==> src/rtl/ps2_pkg.sv <==
// Shared types and frame constants for the PS/2 receive path.
package ps2_pkg;

  typedef enum logic [1:0] {
    IDLE,
    DATA,
    PARITY,
    STOP
  } state_t;

  localparam int   FRAME_BITS  = 11;
  localparam int   DATA_BITS   = FRAME_BITS - 3;
  localparam logic START_LEVEL = 1'b0;
  localparam logic STOP_LEVEL  = 1'b1;

endpackage

==> src/rtl/ps2_rx_if.sv <==
// Byte output channel of the PS/2 receiver: valid/ready handshake plus sticky error.
interface ps2_rx_if;

  logic       rx_valid;
  logic       rx_ready;
  logic [7:0] rx_data;
  logic       rx_error;

  modport master (output rx_valid, output rx_data, output rx_error, input rx_ready);
  modport slave  (input rx_valid, input rx_data, input rx_error, output rx_ready);

endinterface

==> src/rtl/ps2_line_filter.sv <==
// Two-flop synchronizer followed by a run-length filter; idles high like an open-collector line.
module ps2_line_filter #(
  parameter int FILTER_CYCLES = 8
) (
  input  logic clk,
  input  logic reset_low,
  input  logic pin,
  output logic level
);

  localparam int CNT_W = $clog2(FILTER_CYCLES + 1);

  logic             sync_1;
  logic             sync_2;
  logic [CNT_W-1:0] run_cnt;

  always_ff @(posedge clk) begin
    if (!reset_low) begin
      // NOTE: sequential state uses non-blocking assignments so every flop samples pre-edge values.
      sync_1  <= 1'b1;
      sync_2  <= 1'b1;
      level   <= 1'b1;
      run_cnt <= '0;
    end else begin
      sync_1 <= pin;
      sync_2 <= sync_1;
      // Any sample matching the current level restarts the run, so short pulses are absorbed.
      if (sync_2 == level) begin
        run_cnt <= '0;
      end else if (run_cnt == CNT_W'(FILTER_CYCLES - 1)) begin
        level   <= sync_2;
        run_cnt <= '0;
      end else begin
        run_cnt <= run_cnt + 1'b1;
      end
    end
  end

endmodule

==> src/rtl/ps2_rx.sv <==
// PS/2 device-to-host frame receiver with timeout, sticky error and a one-entry output stage.
module ps2_rx
  import ps2_pkg::*;
#(
  parameter int FILTER_CYCLES  = 8,
  parameter int TIMEOUT_CYCLES = 148_500
) (
  input  logic      clk,
  input  logic      reset_low,
  input  logic      ps2_clk_pin,
  input  logic      ps2_data_pin,
  ps2_rx_if.master  rx
);

  localparam int TMO_W = $clog2(TIMEOUT_CYCLES + 1);

  logic             clk_level;
  logic             data_level;
  logic             clk_level_q;
  logic             fall;
  state_t           state;
  logic [2:0]       bit_cnt;
  logic [7:0]       shift;
  logic             parity_ok;
  logic [TMO_W-1:0] tmo_cnt;

  ps2_line_filter #(.FILTER_CYCLES(FILTER_CYCLES)) u_clk_filter (
    .clk       (clk),
    .reset_low (reset_low),
    .pin       (ps2_clk_pin),
    .level     (clk_level)
  );

  ps2_line_filter #(.FILTER_CYCLES(FILTER_CYCLES)) u_data_filter (
    .clk       (clk),
    .reset_low (reset_low),
    .pin       (ps2_data_pin),
    .level     (data_level)
  );

  assign fall = clk_level_q & ~clk_level;

  always_ff @(posedge clk) begin
    if (!reset_low) begin
      clk_level_q <= 1'b1;
      state       <= IDLE;
      bit_cnt     <= '0;
      shift       <= '0;
      parity_ok   <= 1'b0;
      tmo_cnt     <= '0;
      rx.rx_valid <= 1'b0;
      rx.rx_data  <= '0;
      rx.rx_error <= 1'b0;
    end else begin
      clk_level_q <= clk_level;

      // NOTE: a later assignment to rx_valid in this block overrides this clear (load during transfer).
      if (rx.rx_valid && rx.rx_ready) rx.rx_valid <= 1'b0;

      if (state == IDLE || fall) begin
        tmo_cnt <= '0;
      end else if (tmo_cnt == TMO_W'(TIMEOUT_CYCLES)) begin
        tmo_cnt     <= '0;
        state       <= IDLE;
        rx.rx_error <= 1'b1;
      end else begin
        tmo_cnt <= tmo_cnt + 1'b1;
      end

      if (fall) begin
        unique case (state)
          IDLE: begin
            if (data_level == START_LEVEL) begin
              state   <= DATA;
              bit_cnt <= '0;
            end else begin
              rx.rx_error <= 1'b1;
            end
          end
          DATA: begin
            shift   <= {data_level, shift[7:1]};
            bit_cnt <= bit_cnt + 1'b1;
            if (bit_cnt == 3'(DATA_BITS - 1)) state <= PARITY;
          end
          PARITY: begin
            parity_ok <= (^shift) ^ data_level;
            state     <= STOP;
          end
          STOP: begin
            state <= IDLE;
            if (data_level == STOP_LEVEL && parity_ok) begin
              if (!rx.rx_valid || rx.rx_ready) begin
                rx.rx_valid <= 1'b1;
                rx.rx_data  <= shift;
              end else begin
                rx.rx_error <= 1'b1;
              end
            end else begin
              rx.rx_error <= 1'b1;
            end
          end
          default: state <= IDLE;
        endcase
      end
    end
  end

endmodule

==> src/flat_wrapper.sv <==
// flat-port wrapper written by rule: the top's interface ports become plain ports
module ps2_rx_flat import ps2_pkg::*;
#(
  parameter int FILTER_CYCLES  = 8,
  parameter int TIMEOUT_CYCLES = 148_500
)
  (clk, reset_low, ps2_clk_pin, ps2_data_pin, rx_rx_valid, rx_rx_data, rx_rx_error, rx_rx_ready);
  ps2_rx_if rx_i ();
  input  logic clk;
  input  logic reset_low;
  input  logic ps2_clk_pin;
  input  logic ps2_data_pin;
  output wire logic [$bits(rx_i.rx_valid)-1:0] rx_rx_valid;
  output wire logic [$bits(rx_i.rx_data)-1:0] rx_rx_data;
  output wire logic [$bits(rx_i.rx_error)-1:0] rx_rx_error;
  input wire logic [$bits(rx_i.rx_ready)-1:0] rx_rx_ready;
  assign rx_rx_valid = rx_i.rx_valid;
  assign rx_rx_data = rx_i.rx_data;
  assign rx_rx_error = rx_i.rx_error;
  assign rx_i.rx_ready = rx_rx_ready;
  ps2_rx #(.FILTER_CYCLES(FILTER_CYCLES), .TIMEOUT_CYCLES(TIMEOUT_CYCLES)) u_core (.clk(clk), .reset_low(reset_low), .ps2_clk_pin(ps2_clk_pin), .ps2_data_pin(ps2_data_pin), .rx(rx_i));
endmodule
==> config.mk <==
export PLATFORM = sky130hd
export DESIGN_NAME = ps2_rx_flat
export DESIGN_NICKNAME = d
export VERILOG_FILES = /design/src/rtl/ps2_pkg.sv /design/src/rtl/ps2_rx_if.sv /design/src/rtl/ps2_line_filter.sv /design/src/rtl/ps2_rx.sv /design/src/flat_wrapper.sv
export SDC_FILE = /design/constraint.sdc
export NUM_CORES = 1
export LEC_CHECK = 0
export ABC_CLOCK_PERIOD_IN_PS = 2300
export CORE_MARGIN = 3
export CORE_UTILIZATION = 55
export DETAILED_ROUTE_END_ITERATION = 12
export PLACE_DENSITY = 0.79
export SYNTH_ARGS = -nofsm -noshare
export SYNTH_HDL_FRONTEND = slang
export SYNTH_SLANG_ARGS = --single-unit
==> constraint.sdc <==
create_clock -name clk -period 2.3 [get_ports clk]
set_clock_uncertainty 0.1 [all_clocks]
set_input_delay 0.46 -clock clk [delete_from_list [all_inputs] [get_ports clk]]
set_output_delay 0.46 -clock clk [all_outputs]
set_load 0.005 [all_outputs]
# Word level (Yosys, flattened, before mapping)
# Index checks and enable logic that the tools add are counted.
# op_classes
n_addsub	4
mul	0
div_mod_pow	0
magnitude_cmp	0
eq_ne	10
n_shift	0
muxes	20
bitwise	6
reduce_logical	17
# ops
op	n
18-bit by 1-bit adder with 18-bit output (second input constant)	1
18-bit == test (second input constant)	1
1-bit two-way mux	11
2-bit two-way mux	5
3-bit OR reduction	3
4-bit by 1-bit adder with 4-bit output (second input constant)	2
4-bit by 3-bit == test with 1-bit output (second input constant)	2
2-bit case mux with 4 select lines	1
2-bit AND reduction	4
8-bit parity	1
3-bit case mux with 2 select lines	1
2-bit == test (second input constant)	2
1-bit inverter	4
4-bit AND reduction	1
3-bit by 1-bit adder with 3-bit output (second input constant)	1
3-bit == test (second input constant)	1
3-bit two-way mux	1
3-bit AND reduction	1
1-bit == test	2
2-bit by 1-bit == test with 1-bit output (second input constant)	1
1-bit logical AND	2
2-bit logical NOT	1
1-bit logical OR	2
2-bit inequality test (second input constant)	1
5 further kinds	5
# word_totals
reg_bits	57
latch_bits	0
ramBits	0
mem_bits_ro	0
input_bits	5
output_inout_bits	10
elab_cells	74
mem_count	0

# Depth between registers and ports, before layout
# depth
depth_word	8
ltp_mapped	7
depth_no_buf	7

# By module
# A second synthesis with hierarchy kept.
# hier_totals
cells_unflattened	269
area_unflattened_um2	2509.9
# modules_own_cells
module	instances	cells_per_inst	area_each_um2
ps2_rx	1	223	2019.4
ps2_line_filter	2	23	245.2

# Least setup slack after synthesis
# No wires, ideal clock.
# synth_path
path_type	register -> register
from	register u_core.state[0]
to	register u_core.state[0]
t_arrival_ns	1.509
required_time_ns	2.072
setup_slack_ns	0.563
path_stages_with_launch	7
cell_sequence	dfxtp_1 > inv_1 > ha_1 > clkbuf_1 > or4_4 > o311ai_1 > a21boi_1
# synth_between
elab_chain_len	6
word_cells_on_any_way	11
# synth_lines
element	line	source
start: declaration	ps2_rx.sv:21	state_t state;
start signal: assignment	ps2_rx.sv:46	state <= IDLE;
start signal: assignment	ps2_rx.sv:64	state <= IDLE;
start signal: assignment	ps2_rx.sv:74	state <= DATA;
2-bit logical NOT	ps2_rx.sv:60, ps2_rx.sv:71	
1-bit logical OR	ps2_rx.sv:60	if (state == IDLE || fall) begin
2-bit two-way mux	ps2_rx.sv:60	
2-bit two-way mux, on equally long branches	ps2_rx.sv:83, ps2_rx.sv:73	
2-bit case mux with 4 select lines	ps2_rx.sv:71	unique case (state)
2-bit two-way mux *	ps2_rx.sv:70	if (fall) begin
# Mark *: on every way between the ends. The rest lies on a longest branch, timed or not.
# A chain may end at the register's enable or synchronous reset.

# Worst setup path in the final report
# layout_path
from	register u_core.state[1]
to	register u_core.bit_cnt[1]
# layout_between
elab_chain_len	3
word_cells_on_any_way	6
# layout_lines
element	line	source
2-bit by 1-bit == test with 1-bit output / 2-bit logical NOT (equally long branches)	ps2_rx.sv:71	
2-bit nonzero test (no source line) / 2-bit inequality test (equally long branches)	--	
3-bit AND reduction (no source line)	--	
end signal: assignment	ps2_rx.sv:82	bit_cnt <= bit_cnt + 1'b1;
end: declaration	ps2_rx.sv:22	logic [2:0] bit_cnt;
# Parallel ways exist; a longest one is shown, timed or not.

==> impl_metrics.yaml <==
worst_setup_path:
  crit_family: "simple AND/OR/NAND/NOR gates"
  cp_num_buf_inv: 1
  end_kind: "flop"
  cpMaxStageDelayCell: "ha_1"
  crit_fanout: 12
  crit_arrival_ns: 2.04
  rrSetupSlack_ns: 0.44
  cp-start-kind: "flop"
  crit_type: "flop to flop"
  critPathMaxStageDelay_ns: 0.42
  crit_cells: 6
  reg2reg_depth: 6
  required_ns: 2.48
  r2r_start: "u_core.state[1]$_SDFF_PN0_"
  startpoint: "u_core.state[1]$_SDFF_PN0_"
  worstPathCellList: "inv_1 > ha_1 > nand2_1 > a21oi_1 > a22oi_1 > nor2b_1"
drt:
  drc: 0
  drt_iter0_drc: 100
  vias: 1865
  wirelength_mm: 4.40
  viasPerCell: 5.42
  ant_nets: 0
  firstDrtPassIters: 4
  drt-wirelength-per-cell_um: 12.8
sta:
  max_freq_mhz: 537
  tightest_slew_ns: 0.748
  fin_tns_setup_ns: 0
  fin_crit_ns: 1.86
  grt_setup_unrepaired: "no"
  timing_hold_violations_final: 0
  holdWs_ns: 0.309
  fin_crit_sh_pct: 80.9
  setup_violations: 0
  max-slew-margin-rel_pct: 50.0
  slew_viol_final: 0
clock_network:
  clock_sinks: 57
  root_buffer: "clkbuf_8"
  cts_buffers: 9
  clkTransAtPathRegs_ns: 0.06
  h-tree-depth: 3
  cts_resized: 0
  clock_latency_ns: 0.34
  post_cts_buffers: 0
  clk_path_buf_depth: 2
  cts_hold_buf: 0
  cts_tree: "done"
placed_design:
  portBuffers: 14
  gp_congestion: 0.868
  placedCellCount: 329
  hpwl_mm: 2.99
global_routing:
  overflow: 0
  grt_max_degree: 27
  antenna_found_initial: 0
  track_usage_pct: 19.7
  grt_pass1_vias: 1792
  grt_pass1_wl_mm: 7.96
finish:
  final_cells: 344
  layout-area-overhead-vs-synth_pct: 14.7
  fin_util_pct: 68.9
  drive_gt1_share_pct: 8.16
  antennaDiodeCount: 0
  layout.nets: 305
synth:
  synthArstFlopShare_pct: 0
  seq_area_frac_synth_pct: 45.3
  yosysMostFrequentCell: "dfxtp_1"
  ys_warn_count: 0
  netlist_top_cells_area: "dfxtp_1 (45%), xor2_1 (5.6%), ha_1 (5.0%)"
  synth_cell_types: 33
  synth_top_area_share_pct: 45.3
  synth.cell_area_sq_mm: 0.00252
  yosys-top-cells-count: "dfxtp_1 (57), nor2_1 (30), nand3_1 (22), nand2_1 (20), nor2b_1 (17)"
  syn_area_per_cell_sq_um: 9.30
  ys_ff_latch: 57
  synth-edff-count: 0
  syn_inst: 271
  synth_ff_type: "dfxtp_1"
  synth_nets: 286
  synth_area_leader_cell: "dfxtp_1"
floorplan:
  die_x_um: 73.7
  fp.coreArea_sq_mm: 0.00420
  die_area_sq_mm: 0.00543
  rows: 23
  die_y_um: 73.7
  initial_utilization_pct: 60.0
  ios: 15
power_and_ir_drop:
  p_per_area_mw_per_mm2: 642
  leakage_uw: 0.00102
  ir_drop_mv: 0.614
min_path:
  min-delay-start: "u_core.u_clk_filter.sync_1$_SDFF_PN1_"
  hold_path_depth: 1
  hold_path.class: "flop to flop"
flow_run:
  drv_cap: 0
outcome:
  outcome: "complete, no violations"
## sequential cells by signal (all words and copies together) (netlist names), 2 cells and up
name,count
u_core.u_clk_filter.run_cnt,4
u_core.tmo_cnt,18
u_core.shift,8
u_core.bit_cnt,3
u_core.rx.rx_data,8
u_core.state,2
u_core.u_data_filter.run_cnt,4
## cell families (layout without fill, tap and decap cells)
group / count (synthesis) / in the layout / share of synthesized area (%)
simple gates: 122 / 122 / 25.3
flops: 57 / 57 / 45.3
xor+xnor: 29 / 29 / 10.6
compound gates: 24 / 24 / 6.50
buf+inv: 18 / 41 / 2.98
mux: 11 / 11 / 4.37
fa+ha+maj: 10 / 10 / 4.96
## cells in the final DEF (no fill, tap or decap), drive strengths merged, types with 2 or more instances in the layout
cell type / Yosys / routed
nand2: 20 / 20
xnor2: 12 / 12
and3: 4 / 4
clkinv: 0 / 3
clkbuf: 7 / 12
nand3b: 2 / 2
and4: 3 / 3
mux2i: 11 / 11
nor2b: 17 / 17
a22oi: 2 / 2
buf: 4 / 5
nand2b: 7 / 7
a21oi: 4 / 4
nor3: 5 / 5
a21boi: 11 / 11
o21ai: 5 / 5
dfxtp: 57 / 57
ha: 10 / 10
nor2: 30 / 30
nand4: 6 / 6
clkdlybuf4s50: 0 / 14
xor2: 16 / 16
nand3: 22 / 22
inv: 7 / 7
## final cells by class
cell class	instances	area [sq um]
fill	351	1310
multi-input combinational	196	1310
sequential	57	1140
timing repair buffer	19	178
clock buffer	12	165
tap	50	62.6
inverter	7	26.3
clock inverter	3	15.0
## metal layers
layer  track usage, %  vias up  wire (um)  share of wire, %
li1                 -      951          -                 -
met1             24.8      867       2150                49
met2             28.1       38       1930                44
met3             9.44        9        231               5.3
met4             9.46        0         91               2.1
met5                0        -          0                 0
## power breakdown
| part | internal, uW | switching (uW) |
|---|---|---|
| logic | 16.3 | 12.1 |
| clock network | 466 | 368 |
| registers | 992 | 1.98 |
## path summary, 6_finish.rpt
check | to
setup / recovery | u_core.bit_cnt[1]$_SDFFE_PN0P_
hold reg to reg | u_core.u_clk_filter.sync_2$_SDFF_PN1_
setup reg to reg | u_core.bit_cnt[1]$_SDFFE_PN0P_
hold / removal | u_core.u_clk_filter.sync_2$_SDFF_PN1_
## metrics by stage
stage | setup WS [ns] | area [sq um] | total power [uW]
after floorplan | 0.563 | 2520 | 1030
after global placement | 0.436 | 2710 | 1040
after detailed placement | 0.350 | 2710 | 1040
after CTS | 0.407 | 2890 | 1880
after global routing | 0.123 | 2890 | 1930
final | 0.439 | 2890 | 1860
Note: power is estimated with default switching activity, not from simulation.
